<file path="config.mk">
export PLATFORM = sky130hd
export DESIGN_NAME = uart_tx_dev
export DESIGN_NICKNAME = d
export VERILOG_FILES = /design/src/rtl/uart_tx_dev.sv
export SDC_FILE = /design/constraint.sdc
export NUM_CORES = 1
export LEC_CHECK = 0
export CORE_MARGIN = 2
export CORE_UTILIZATION = 55
export DETAILED_ROUTE_END_ITERATION = 8
export GPL_TIMING_DRIVEN = 0
export PLACE_DENSITY = 0.88
export RECOVER_POWER = 100
export SLEW_MARGIN = 20
export SYNTH_ARGS = -nofsm -noshare
export SYNTH_HDL_FRONTEND = slang
export SYNTH_SLANG_ARGS = --single-unit
</file>
<file path="constraint.sdc">
create_clock -name clk -period 3.3 [get_ports clk]
set_clock_uncertainty 0.2 [all_clocks]
set_input_delay 0.33 -clock clk [delete_from_list [all_inputs] [get_ports clk]]
set_output_delay 0.33 -clock clk [all_outputs]
set_load 0.1 [all_outputs]
</file>
<file path="src/rtl/uart_tx_dev.sv">
// Memory-mapped 8N1 UART transmitter with TX FIFO and programmable bit period.
// Define UART_PARITY_EN to add a parity bit selected by CTRL[2].
module uart_tx_dev #(
    parameter int FIFO_DEPTH = 8,
    parameter int DIV_W      = 16,
    parameter int DIV_RESET  = 434
) (
    input  logic        clk,
    input  logic        reset,
    input  logic [29:0] Addr,
    input  logic        WE,
    input  logic [31:0] Din,
    output logic [31:0] Dout,
    output logic        IRQ,
    output logic        txd
);
    localparam int AW = $clog2(FIFO_DEPTH);
`ifdef UART_PARITY_EN
    localparam int CW = 3;
    typedef enum logic [2:0] {IDLE, START, DATA, PARITY, STOP} state_t;
`else
    localparam int CW = 2;
    typedef enum logic [2:0] {IDLE, START, DATA, STOP} state_t;
`endif

    state_t              state;
    logic [7:0]          mem [FIFO_DEPTH];
    logic [AW-1:0]       wr_ptr, rd_ptr;
    logic [AW:0]         count;
    logic                overflow;
    logic [CW-1:0]       ctrl;
    logic [DIV_W-1:0]    div, eff_div, period, cnt;
    logic [7:0]          shift;
    logic [2:0]          idx;
    logic                full, empty, pop, push;
    logic                wr_data, wr_stat, wr_div, wr_ctrl;
    logic                unused_bits;
`ifdef UART_PARITY_EN
    logic                par;
`endif

    assign unused_bits = ^{Addr[29:2], Din};

    assign wr_data = WE && (Addr[1:0] == 2'd0);
    assign wr_stat = WE && (Addr[1:0] == 2'd1);
    assign wr_div  = WE && (Addr[1:0] == 2'd2);
    assign wr_ctrl = WE && (Addr[1:0] == 2'd3);

    assign full    = (count == (AW+1)'(FIFO_DEPTH));
    assign empty   = (count == '0);
    assign pop     = (state == IDLE) && ctrl[0] && !empty;
    assign push    = wr_data && (!full || pop);
    assign eff_div = (div == '0) ? DIV_W'(1) : div;

    always_ff @(posedge clk) begin
        if (push) mem[wr_ptr] <= Din[7:0];
    end

    always_ff @(posedge clk or negedge reset) begin
        if (!reset) begin
            wr_ptr   <= '0;
            rd_ptr   <= '0;
            count    <= '0;
            overflow <= 1'b0;
        end else begin
            if (push) wr_ptr <= wr_ptr + AW'(1);
            if (pop)  rd_ptr <= rd_ptr + AW'(1);
            if (push && !pop)      count <= count + (AW+1)'(1);
            else if (pop && !push) count <= count - (AW+1)'(1);
            if (wr_data && full && !pop)  overflow <= 1'b1;
            else if (wr_stat && Din[3])   overflow <= 1'b0;
        end
    end

    always_ff @(posedge clk or negedge reset) begin
        if (!reset) begin
            ctrl <= '0;
            div  <= DIV_W'(DIV_RESET);
        end else begin
            if (wr_ctrl) ctrl <= Din[CW-1:0];
            if (wr_div)  div  <= Din[DIV_W-1:0];
        end
    end

    // txd is registered: each branch loads the level for the next state
    always_ff @(posedge clk or negedge reset) begin
        if (!reset) begin
            state  <= IDLE;
            txd    <= 1'b1;
            IRQ    <= 1'b0;
            shift  <= '0;
            period <= '0;
            cnt    <= '0;
            idx    <= '0;
`ifdef UART_PARITY_EN
            par    <= 1'b0;
`endif
        end else begin
            IRQ <= ctrl[1] && empty && (state == IDLE);
            unique case (state)
                IDLE: begin
                    txd <= 1'b1;
                    if (pop) begin
                        shift  <= mem[rd_ptr];
                        period <= eff_div;
                        cnt    <= eff_div - DIV_W'(1);
                        txd    <= 1'b0;
                        state  <= START;
`ifdef UART_PARITY_EN
                        par    <= ^mem[rd_ptr] ^ ctrl[2];
`endif
                    end
                end
                START: begin
                    if (cnt == '0) begin
                        cnt   <= period - DIV_W'(1);
                        idx   <= '0;
                        txd   <= shift[0];
                        state <= DATA;
                    end else begin
                        cnt <= cnt - DIV_W'(1);
                    end
                end
                DATA: begin
                    if (cnt == '0) begin
                        cnt <= period - DIV_W'(1);
                        if (idx == 3'd7) begin
`ifdef UART_PARITY_EN
                            txd   <= par;
                            state <= PARITY;
`else
                            txd   <= 1'b1;
                            state <= STOP;
`endif
                        end else begin
                            shift <= shift >> 1;
                            txd   <= shift[1];
                            idx   <= idx + 3'd1;
                        end
                    end else begin
                        cnt <= cnt - DIV_W'(1);
                    end
                end
`ifdef UART_PARITY_EN
                PARITY: begin
                    if (cnt == '0) begin
                        cnt   <= period - DIV_W'(1);
                        txd   <= 1'b1;
                        state <= STOP;
                    end else begin
                        cnt <= cnt - DIV_W'(1);
                    end
                end
`endif
                STOP: begin
                    if (cnt == '0) begin
                        txd   <= 1'b1;
                        state <= IDLE;
                    end else begin
                        cnt <= cnt - DIV_W'(1);
                    end
                end
                default: state <= IDLE;
            endcase
        end
    end

    always_comb begin
        Dout = '0;
        unique case (Addr[1:0])
            2'd0: Dout = '0;
            2'd1: begin
                Dout[0]         = (state != IDLE);
                Dout[1]         = full;
                Dout[2]         = empty;
                Dout[3]         = overflow;
                Dout[7 +: AW+1] = count;
            end
            2'd2: Dout[DIV_W-1:0] = div;
            2'd3: Dout[CW-1:0]    = ctrl;
            default: Dout = '0;
        endcase
    end
endmodule
</file>
# Yosys cells after proc, flatten, opt, wreduce, memory -nomap -nowiden
# Memories as Yosys holds them, arrays and structs flattened.
# Index checks and enable logic that the tools add are counted.
# word_totals
ff_bits	77
mem_bits_rw	64
in_bits	65
output_inout_bits	34
mem_count	1
# op_classes
add_sub_neg	8
eq_ne	15
muxes	35
reduce_logical	38
# mem_list
memory	words	width	rd	rd_clocked_by_memory_dff	wr	line	text
mem	8	8	1	0	1	27	logic [7:0] mem [FIFO_DEPTH];
# ops
operator	n
$mux 16	4
$pmux 16 s3	1
$sub 16x1->16 const B	3
$logic_not 16->1	2
$mux 3	8
$mux 8	3
$pmux 8 s2	1
$logic_and 1x1->1	14
$ne 2x2->1 const B	7
$pmux 3 s4	1
$reduce_and 4->1	3
$add 3x1->3 const B	3
$mux 1	9
$mux 4	2
$pmux 2 s4	1
$pmux 4 s2	1
$reduce_bool 2->1	4
$eq 3x2->1 const B	2
$pmux 3 s2	1
$reduce_bool 3->1	2
$mux 5	1
$reduce_and 5->1	1
$add 4x1->4 const B	1
$eq 2x2->1 const B	2
16 further kinds	19

# Logic depth before layout (Yosys ltp)
# Gate-level depths: netlist (run 1).
# depth
ltp_word	9
ltp_mapped	14
mapped_depth_nobuf	13

# Worst setup path after synthesis (run 1)
# Ideal clock, no wire load.
# synth_timing
kind	in2out
from	in Addr[0]
to	out Dout[1]
arrival_time_ps	2584
path_slack_ps	186
cell_stages	6
path_cell_list	inv_1 -> ha_1 -> clkbuf_1 -> clkbuf_1 -> a22oi_1 -> a21oi_1
# synth_via
elab_chain_len	2
# synth_rtl
item	line	text
from (decl)	10	input logic [29:0] Addr,
$eq 2x2->1, or another cell as far along	170	unique case (Addr[1:0])
$pmux 2 s4 (*)	170	
to (decl)	13	output logic [31:0] Dout,
# Every way passes the cells marked *; elsewhere a longest branch is shown, timed or not.

# Worst setup path in the final report (run 1)
# layout_timing
from	reg div[9]
to	reg cnt[10]
# layout_via
elab_chain_len	5
# layout_rtl
item	line	text
from (decl)	32	logic [DIV_W-1:0] div, eff_div, period, cnt;
from (signal assigned)	78	div <= DIV_W'(DIV_RESET);
from (signal assigned)	81	if (wr_div) div <= Din[DIV_W-1:0];
$logic_not 16->1	53	assign eff_div = (div == '0) ? DIV_W'(1) : div;
$mux 16 (*)	53	
$sub 16x1->16 (*)	106	cnt <= eff_div - DIV_W'(1);
$mux 16 (*)	103	if (pop) begin
$pmux 16 s3 (*)	100	unique case (state)
to (signal assigned)	106	
to (signal assigned)	116	cnt <= period - DIV_W'(1);
to (signal assigned)	121	cnt <= cnt - DIV_W'(1);
to (decl)	32	
# Every way passes the cells marked *; elsewhere a longest branch is shown, timed or not. The select of a mux whose other input is x is not followed.
# A chain may end at the register's enable or synchronous reset.

==> results of run 1 <==
==> registers in the layout, indices dropped and copies added, names as in the netlist <==
register and cells:
mem 64, cnt 16, div 16, period 16, shift 8, count 4
idx 3, rd_ptr 3, wr_ptr 3, ctrl 2, state 2, IRQ 1
overflow 1, txd 1
==> cells in the final DEF, fill, tap and decap left out, drive strengths merged, types with 16 or more instances in the layout <==
cell type	synthesis	final
edfxtp	64	64
nor2	31	31
nor3	20	20
conb	1	16
dfrtp	70	70
mux4	16	16
buf	29	32
clkbuf	19	39
nand2	39	39
a21oi	20	20
ha	20	20
xnor2	24	24
mux2	42	42
o21ai	31	31
inv	18	27
==> power by group through the flow <==
stage / clock network, mW / logic [mW] / registers, mW
2_1_floorplan: 0 / 2.41 / 2.66
3_3_place_gp: 0 / 3.02 / 2.70
3_5_place_dp: 0 / 3.21 / 2.75
4_1_cts: 1.89 / 3.26 / 2.74
5_1_grt: 1.96 / 3.56 / 2.81
6_report: 1.88 / 3.31 / 2.77
==> area by class of cell <==
cell class	instances	area share
multi-input cells	417	0.3830
repair buffers	42	0.04582
clock buffers	18	0.04896
plain buffers	49	0.03483
inverters	19	0.008279
clock inverters	14	0.01699
flip-flops and latches	140	0.4371
well taps	176	0.02512
==> critical path, delay by kind of cell, from the launching register on <==
family	cells	cell delay (ns)
adder cells (fa/ha/maj)	1	0.27
AO/OA/AOI/OAI	2	0.49
AND/OR/NAND/NOR	6	1.46
flip-flops	1	0.48
XOR/XNOR	1	0.21
==> logic make-up (layout without fill, tap and decap cells) <==
| family | count (synthesis) | after routing | synth area share |
|---|---|---|---|
| other cells | 1 | 16 | 0.0005048 |
| simple gates | 167 | 167 | 0.1292 |
| compound gates | 107 | 107 | 0.09702 |
| xor+xnor | 37 | 37 | 0.04362 |
| buf+inv | 68 | 142 | 0.05053 |
| flops | 140 | 140 | 0.5157 |
| mux | 69 | 69 | 0.1270 |
| fa+ha+maj | 21 | 21 | 0.03638 |
==> path summary, 6_finish.rpt <==
kind                              end  slack [ns]
setup reg to reg              cnt[10]        0.08
hold reg to reg                   txd        0.29
min in group asynchronous  period[12]        0.46
hold / removal                    txd        0.29
max in group asynchronous    shift[5]        0.50
setup / recovery              cnt[10]        0.08
==> metrics by stage <==
step	power (mW)	cells	setup WS (ns)	setup TNS, ns
floorplan	5.066	625	0.1862	0
global placement	5.715	839	-0.8375	-71.00
detailed placement	5.959	840	-0.4224	-8.681
CTS	7.890	873	0.06292	0
global route	8.333	875	-0.02892	-0.07145
finish	7.962	875	0.08406	0
==> per-layer routing <==
metal	global-route usage	share of wire	up-vias	routed length, um
li1	-	-	2397	-
met1	0.3458	0.38	2694	7119
met2	0.4599	0.51	328	9547
met3	0.04575	0.086	55	1610
met4	0.1025	0.027	0	516
met5	0	0	-	0
==> repair_timing <==
item,CTS,global route
setup buffers,0,2
pin swaps,0,1
hold buffers,1,0
endpoints found under the setup margin,59,7
hold endpoints to repair,71,0
gates resized for setup,46,6
==> summary.md, run 1 <==
| Metric | Value |
|---|---|
| CP max stage cell | or4_4 |
| EDFF count, synth | 64 |
| Tmin final | between 3 and 4 ns |
| Fin area | between 8000 and 9000 sq um |
| Synth area leader | edfxtp_1 |
| Maximum clock path buffer count | 2 |
| FFs w/ async S/R, synth | 0.5429 |
| Gr ovfl total | 0 |
| #FFs+latches synth | 140 |
| CTS tree | yes |
| PD cells | roughly 910 nW/um^2 |
| Largest net degree at the start of global routing | 57 |
| Yosys top cell area share | 0.2587 |
| Synth top cells by count | dfrtp_1, edfxtp_1, mux2_2 |
| Die area | approximately 14000 sq um |
| CTS buffer count | 17 |
| Worst slew margin | 0.08868 |
| Hold path startpoint | txd |
| Cells after Synth | a little over 600 |
| Max Cap Viol | 0 |
| Lkg Pwr | ~3.4 nW |
| Die width | ~120 um |
| Chip height | roughly 120 um |
| Initial antenna violation count | 0 |
| Worst slew pin tran | between 1 and 1.5 ns |
| Worst reg2reg path depth | 10 |
| Setup violators final | 0 |
| Crit path max fanout | 6 |
| Worst setup SP type | register |
| P_sw | approximately 3.3 mW |
| Initial DRC Count | around 530 |
| Max H-tree Level | 4 |
| Register area share after synthesis | 0.5157 |
| Clock sinks | 140 |
| Internal | about 4.7 mW |
| Clock latency on the worst-skew pair | between 0.4 and 0.5 ns |
| Clock power frac | 0.236 |
| Initial Util | 0.5632 |
| Worst EP arrival | ~3.3 ns |
| Vias | 5474 |
| Crit path capture type | register |
| Area Growth Syn to Fin | 18.01% |
| Slew Limit Fails | 0 |
| Worst Setup SP | div[9] |
| CP max stage delay | around 0.60 ns |
| Filler cell count | around 900 |
| Crit share post-route | 0.9745 |
| Final WL | 18790 um |
| Detailed Place HPWL | around 13000 um |
| Drt first pass iters | 5 |
| Register Area | roughly 3800 sq um |
| Outcome | complete, no violations |
| First-pass GRT wire length | ~30000 um |
| Min-Delay Path Class | register to register |
| Vias per cell | 6.256 |
| Port Buffers | 38 |
| Layout Utilization | 0.6646 |
| Unique masters post-synth | just under 70 |
| I/O pin total | slightly below 100 |
| Footprint of the multi-input gates | between 3000 and 4000 sq um |
| Synth area leaders | edfxtp_1, dfrtp_1, mux2_2, mux4_2, ha_1 |
| Clock transition at path regs | about 0.060 ns |
| Reg-to-reg startpoint | div[9] |
| Layout cell share with drive strength beyond 1 | 0.2375 |
| Crit path cell chain | or4_4 -> nor4b_4 -> a21oi_1 -> ha_1 -> nand2b_1 -> nor3_1 -> nand2_1 -> xor2_1 -> nor2_1 -> a221o_1 |
| Top-count cell post-synth | dfrtp_1 |
| Core Box Area | approximately 13000 sq um |
| WHS | around 0.29 ns |
| Logic gate share of total power | 0.416 |
| Placement Cell Area | 8140 sq um |
| Switch share | 0.4108 |
| Diodes inserted | 0 |
| GPL Wtd Cong | slightly below 1 |
| Syn avg cell area | roughly 12 sq um |
| ANT nets after route | 0 |
| Worst Hold Depth | 2 |
| Cell row count | 42 |
| Dominant synthesized flop cell | dfrtp_1 |
| CP required | about 3.4 ns |
| Register share of total power | 0.348 |
| Setup Crit Path Kind | register to register |
| Synthesis warning total | 0 |
| Final nets | 772 |
| Routed WL per cell | about 21 um |
| # DRC | 0 |
| Worst VDD drop | 566.4 uV |
| Root buf cell | clkbuf_16 |
| Vias in the first global route | roughly 5500 |
| Final Hold Viols | 0 |
| Gr usage total | 0.2691 |
| Synth Cell Area | approximately 7400 sq um |
| Max Clk Rate | 0.3110 GHz |
(Power assumes the default switching activity.)
==> run 2, diff against run 1 <==
TNS_END_PERCENT = 50   (was default)
==> summary.md, run 2 (synthesis results as in run 1) <==
| Metric | Value |
|---|---|
| Filler cell count | 886 (+0.45%) |
| First-pass GRT wire length | 29950 um (+0.11%) |
| Worst setup SP type | register |
| Cell row count | 42 (unchanged) |
| Initial Util | 0.5632 (unchanged) |
| Final WL | 18870 um (+0.41%) |
| Initial DRC Count | 567 (+6.8%) |
| GPL Wtd Cong | 0.9732 (unchanged) |
| Maximum clock path buffer count | 2 (unchanged) |
| CP max stage delay | 0.60 ns (about the same) |
| Gr usage total | 0.2695 (+0.0003092) |
| Gr ovfl total | 0 (unchanged) |
| Worst Setup SP | div[9] |
| PD cells | 909.5 nW/um^2 (+0.13%) |
| Crit share post-route | 0.9783 (+0.003787) |
| Layout Utilization | 0.6637 (-0.0008540) |
| Max Cap Viol | 0 (unchanged) |
| Detailed Place HPWL | 12790 um (unchanged) |
| Die width | 120.2 um (unchanged) |
| Placement Cell Area | 8140 sq um (unchanged) |
| Worst EP arrival | 3.33 ns (about the same) |
| Crit path max fanout | 6 (unchanged) |
| Footprint of the multi-input gates | 3346 sq um (-0.34%) |
| Worst slew margin | 0.08668 (-0.001997) |
| # DRC | 0 (unchanged) |
| Clock latency on the worst-skew pair | 0.43 ns (about the same) |
| TNS Setup | 0 ns (unchanged) |
| Lkg Pwr | 3.352 nW (-0.12%) |
| Drt first pass iters | 5 (unchanged) |
| Crit path capture type | register |
| CP required | 3.40 ns (about the same) |
| Min-Delay Path Class | register to register |
| Most frequent cells in the layout | dfrtp_1, edfxtp_1, mux2_2 |
| Reg-to-reg startpoint | div[9] |
| Setup violators final | 0 (unchanged) |
| Register Area | 3831 sq um (unchanged) |
| CTS tree | yes |
| Chip height | 120.2 um (unchanged) |
| I/O pin total | 99 (unchanged) |
| Initial antenna violation count | 0 (unchanged) |
| Max H-tree Level | 4 (unchanged) |
| Max Clk Rate | 0.3097 GHz (-0.39%) |
| Core Box Area | 13190 sq um (unchanged) |
| Clock sinks | 140 (unchanged) |
| Vias in the first global route | 5523 (+0.036%) |
| Die area | 14450 sq um (unchanged) |
| Root buf cell | clkbuf_16 |
| Slew Limit Fails | 0 (unchanged) |
| Port Buffers | 38 (unchanged) |
| Final nets | 772 (unchanged) |
| Final Hold Viols | 0 (unchanged) |
| Fin area | 8755 sq um (-0.13%) |
| Most common cell after layout, fill and taps aside | dfrtp_1 |
| Worst VDD drop | 565.3 uV (-0.19%) |
| Largest net degree at the start of global routing | 57 (unchanged) |
| Worst setup margin | 0.07156 ns (-0.01250 ns) |
| Vias per cell | 6.262 (about the same) |
| Outcome | complete, no violations |
| Max FFs per register | 64 (unchanged) |
| Clock transition at path regs | 0.06 ns (about the same) |
| Worst slew pin tran | 1.370 ns (+0.002995 ns) |
| Area Growth Syn to Fin | 17.85% |
| Setup Crit Path Kind | register to register |
| Layout cell share with drive strength beyond 1 | 0.2346 (-0.002861) |
| Diodes inserted | 0 (unchanged) |
| Crit path cell chain | or4_4 -> nor4b_4 -> a21oi_1 -> ha_1 -> nand2b_1 -> nor4_1 -> xnor2_1 -> nand2_1 -> a31oi_1 -> o21ai_0 |
| Vias | 5479 (+0.091%) |
| ANT nets after route | 0 (unchanged) |
| WHS | 0.2853 ns (+0.0001790 ns) |
| CP max stage cell | or4_4 |
| Routed WL per cell | 21.57 um (+0.41%) |
| Most flop-heavy register | mem |
| Tmin final | 3.228 ns (+0.01250 ns) |
| CTS buffer count | 17 (unchanged) |
| Hold path startpoint | txd |
| Worst slack at placement | -0.4224 ns (unchanged) |
run 2: cell count changes in the layout (fill, tap and decap cells not counted):
cell	delta
nor3b_2	+1
nor2_1	+2
nor2_2	-2
nor3b_4	-1
run 2: path summary, 6_finish.rpt:
| kind | endpoint | slack, ns | depth (start not counted) |
|---|---|---|---|
| max in group asynchronous | shift[5] | 0.49 | 3 |
| setup / recovery | cnt[6] | 0.07 | 10 |
| hold reg to reg | txd | 0.29 | 2 |
| setup reg to reg | cnt[6] | 0.07 | 10 |
| min in group asynchronous | period[13] | 0.47 | 2 |
| hold / removal | txd | 0.29 | 2 |
run 2: report_power, final:
group	total (mW)	internal [mW]	switching [mW]	leakage, nW
Clock	1.89	1.07	0.818	0.272
Combinational	3.31	1.36	1.94	1.59
Sequential	2.77	2.26	0.512	1.49
Total	7.96	4.69	3.27	3.35
run 2: worst max-delay path, delay by kind of cell, from the launching register on:
| family | cells | cell delay [ns] |
|---|---|---|
| flip-flops | 1 | 0.48 |
| AND/OR/NAND/NOR | 5 | 1.40 |
| adder cells (fa/ha/maj) | 1 | 0.27 |
| XOR/XNOR | 1 | 0.26 |
| AO/OA/AOI/OAI | 3 | 0.51 |
run 2: layer usage:
metal	wire, um	GRT usage
met5	0	0
met4	560	0.1025
met3	1446	0.04575
met2	9527	0.4599
met1	7337	0.3468
run 2: final cells by class:
cell class	count	area share
buffer	49	0.03487
clock buffer	18	0.04902
clock inverter	14	0.01701
inverter	19	0.008289
multi-input combinational	417	0.3822
sequential	140	0.4376
tap	176	0.02515
timing repair buffer	42	0.04588
run 2: through the flow:
stage	instances	power [mW]
floorplan	625	5.066
global placement	839	5.715
detailed placement	840	5.959
CTS	873	7.882
global route	875	8.325
finish	875	7.962
run 2: repair_timing:
item | 4_1_cts | 5_1_grt
pin swaps | 0 | 1
endpoints found under the hold margin | 71 | 0
gates resized for setup | 43 | 6
hold buffers | 1 | 0
endpoints found under the setup margin | 59 | 8
buffers inserted | 0 | 2
==> run 3, diff against run 2 <==
CORE_UTILIZATION = 38   (was 55)
PLACE_DENSITY = 0.67   (was 0.88)
==> summary.md, run 3 (synthesis results as in run 1) <==
| Metric | Value |
|---|---|
| Delay-heaviest family, CP | simple AND/OR/NAND/NOR gates |
| Crit share post-route | 0.9541 (-0.02419) |
| Max H-tree Level | 4 (unchanged) |
| Filler cell count | 1738 (+96%) |
| Worst slew pin tran | 2.085 ns (+0.7155 ns) |
| Max Clk Rate | 0.3176 GHz (+2.5%) |
| Worst setup SP type | register |
| Worst VDD drop | 654.3 uV (+16%) |
| Chip height | 143.8 um (+20%) |
| Largest net degree at the start of global routing | 42 (-26%) |
| Final WL | 17060 um (-9.6%) |
| Vias in the first global route | 4783 (-13%) |
| Routed WL per cell | 17.64 um (-18%) |
| Logic gate share of total power | 0.411 (-0.004) |
| Crit path max fanout | 6 (unchanged) |
| CTS tree | yes |
| CTS buffer count | 17 (unchanged) |
| Diodes inserted | 0 (unchanged) |
| Setup Crit Path Kind | register to register |
| Final Hold Viols | 0 (unchanged) |
| Gr ovfl total | 0 (unchanged) |
| Worst reg2reg path depth | 10 (unchanged) |
| Worst EP arrival | 3.26 ns (-0.07 ns) |
| CP required | 3.41 ns (about the same) |
| Crit path cell chain | or4_4 -> nor4b_4 -> a21oi_2 -> ha_1 -> nand2b_1 -> nor3_1 -> nand2_1 -> xor2_1 -> nor2_1 -> a221o_1 |
| Placed cells | 931 (+11%) |
| Port Buffers | 38 (unchanged) |
| Most frequent cells in the layout | dfrtp_1, edfxtp_1, mux2_2 |
| Final std cells w/o fill | 967 (+11%) |
| Maximum clock path buffer count | 2 (unchanged) |
| Footprint of the multi-input gates | 3348 sq um (about the same) |
| Die width | 143.8 um (+20%) |
| Clock power frac | 0.237 (about the same) |
| Number of buffers and inverters on the critical path | 0 (unchanged) |
| Layout cell share with drive strength beyond 1 | 0.2393 (+0.004695) |
| Initial Util | 0.3842 (-0.1790) |
| Pwr Total | 7.783 mW (-2.3%) |
| Max FFs per register | 64 (unchanged) |
| Vias per cell | 5.271 (-16%) |
| Setup violators final | 0 (unchanged) |
| Drt first pass iters | 4 (-1) |
| Min-Delay Path Class | register to register |
| Area Growth Syn to Fin | 19.08% |
| CP max stage delay | 0.58 ns (-0.02 ns) |
| Placement Cell Area | 8259 sq um (+1.5%) |
| Initial antenna violation count | 0 (unchanged) |
| Lkg Pwr | 3.382 nW (+0.92%) |
| Critical path depth | 10 (unchanged) |
| Most common cell after layout, fill and taps aside | dfrtp_1 |
| Max Cap Viol | 1 (+1) |
| Switch share | 0.3982 (-0.01293) |
| Fin area | 8846 sq um (+1.0%) |
| Initial DRC Count | 356 (-37%) |
| Failing checks | capacitance limit, slew limit |
| I/O pin total | 99 (unchanged) |
| P_sw | 3.099 mW (-5.3%) |
| Clock sinks | 140 (unchanged) |
| Tmin final | 3.149 ns (-0.07982 ns) |
| Outcome | finished, violations left |
| Detailed Place HPWL | 11940 um (-6.6%) |
| Clock latency on the worst-skew pair | 0.42 ns (about the same) |
| Cell row count | 51 (+21%) |
| Clock transition at path regs | 0.06 ns (about the same) |
| # DRC | 0 (unchanged) |
| Register share of total power | 0.352 (+0.004) |
| Core Box Area | 19330 sq um (+47%) |
| First-pass GRT wire length | 27260 um (-9.0%) |
| Root buf cell | clkbuf_16 |
| PD cells | 879.8 nW/um^2 (-3.3%) |
| Slew Limit Fails | 36 (+36) |
| Worst slew margin | -0.3903 (-0.4770) |
| Crit path capture type | register |
| ANT nets after route | 0 (unchanged) |
| Worst Hold Depth | 2 (unchanged) |
| GPL Wtd Cong | 0.8633 (-11%) |
| Internal | 4.684 mW (-0.10%) |
| Final nets | 775 (+0.39%) |
| RSZ-0062 raised after global routing | yes |
| WHS | 0.2826 ns (-0.002724 ns) |
| Most flop-heavy register | mem |
| Gr usage total | 0.1747 (-0.09478) |
| Register Area | 3832 sq um (about the same) |
| Vias | 5097 (-7.0%) |
| Die area | 20680 sq um (+43%) |
| CP max stage cell | or4_4 |
[run 3: cell count changes in the layout (fill, tap and decap cells not counted), sizes merged]
cell           delta
buf               +4
clkbuf            +8
clkdlybuf4s15     -7
clkdlybuf4s18     -1
clkinv            +3
clkinvlp          -2
dlygate4sd2       -1
dlymetal6s2s      +1
inv               -2
[run 3: stage by stage]
| stage | TNS [ns] | worst slack, ns | util |
|---|---|---|---|
| 2_1_floorplan | 0 | 0.1862 | - |
| 3_3_place_gp | -96.05 | -1.122 | 0.4239 |
| 3_5_place_dp | -3.039 | -0.4244 | 0.4272 |
| 4_1_cts | 0 | 0.005285 | 0.4563 |
| 5_1_grt | -0.03711 | -0.02402 | 0.4575 |
| 6_report | 0 | 0.1514 | 0.4575 |
[run 3: final cells by class]
class | count | share of cell area
multi-input combinational | 417 | 0.3785
buffer | 49 | 0.03451
clock buffer | 19 | 0.04894
tap | 265 | 0.03748
timing repair buffer | 45 | 0.04455
clock inverter | 13 | 0.01457
inverter | 19 | 0.008204
sequential | 140 | 0.4332
[run 3: path summary, 6_finish.rpt]
| path | slack [ns] | startpoint | endpoint |
|---|---|---|---|
| worst max register to register | 0.15 | div[9] | cnt[10] |
| worst max-delay path | 0.15 | div[9] | cnt[10] |
| worst min-delay path | 0.28 | txd | txd |
| max in group asynchronous | 0.85 | reset | cnt[12] |
| worst min register to register | 0.28 | txd | txd |
| min in group asynchronous | 0.85 | reset | count[0] |
[run 3: metal layers]
metal  GRT usage  vias up  routed length [um]
met3     0.03466       15                 700
li1            -     2401                   -
met5           0        -                   0
met1      0.2476     2543                7966
met2      0.2717      138                8174
met4     0.05263        0                 216
[run 3: power by group through the flow]
stage | clock network (mW) | logic (mW) | registers [mW]
floorplan | 0 | 2.41 | 2.66
finish | 1.84 | 3.20 | 2.74
detailed placement | 0 | 3.15 | 2.75
global placement | 0 | 3.10 | 2.73
global route | 1.95 | 3.51 | 2.80
CTS | 1.88 | 3.16 | 2.72
[run 3: what timing repair did]
item,in CTS,in global routing
buffers inserted,0,3
gates resized for setup,22,26
hold endpoints to repair,32,0
endpoints found under the setup margin,17,31
hold buffers,1,0
pin swaps,0,1
[run 3: worst reg2reg max path: stages, from the launching register on]
cell and delay, ns:
dfrtp_2 0.46, or4_4 0.58, nor4b_4 0.44, a21oi_2 0.15, ha_1 0.26, nand2b_1 0.18
nor3_1 0.12, nand2_1 0.09, xor2_1 0.20, nor2_1 0.07, a221o_1 0.28
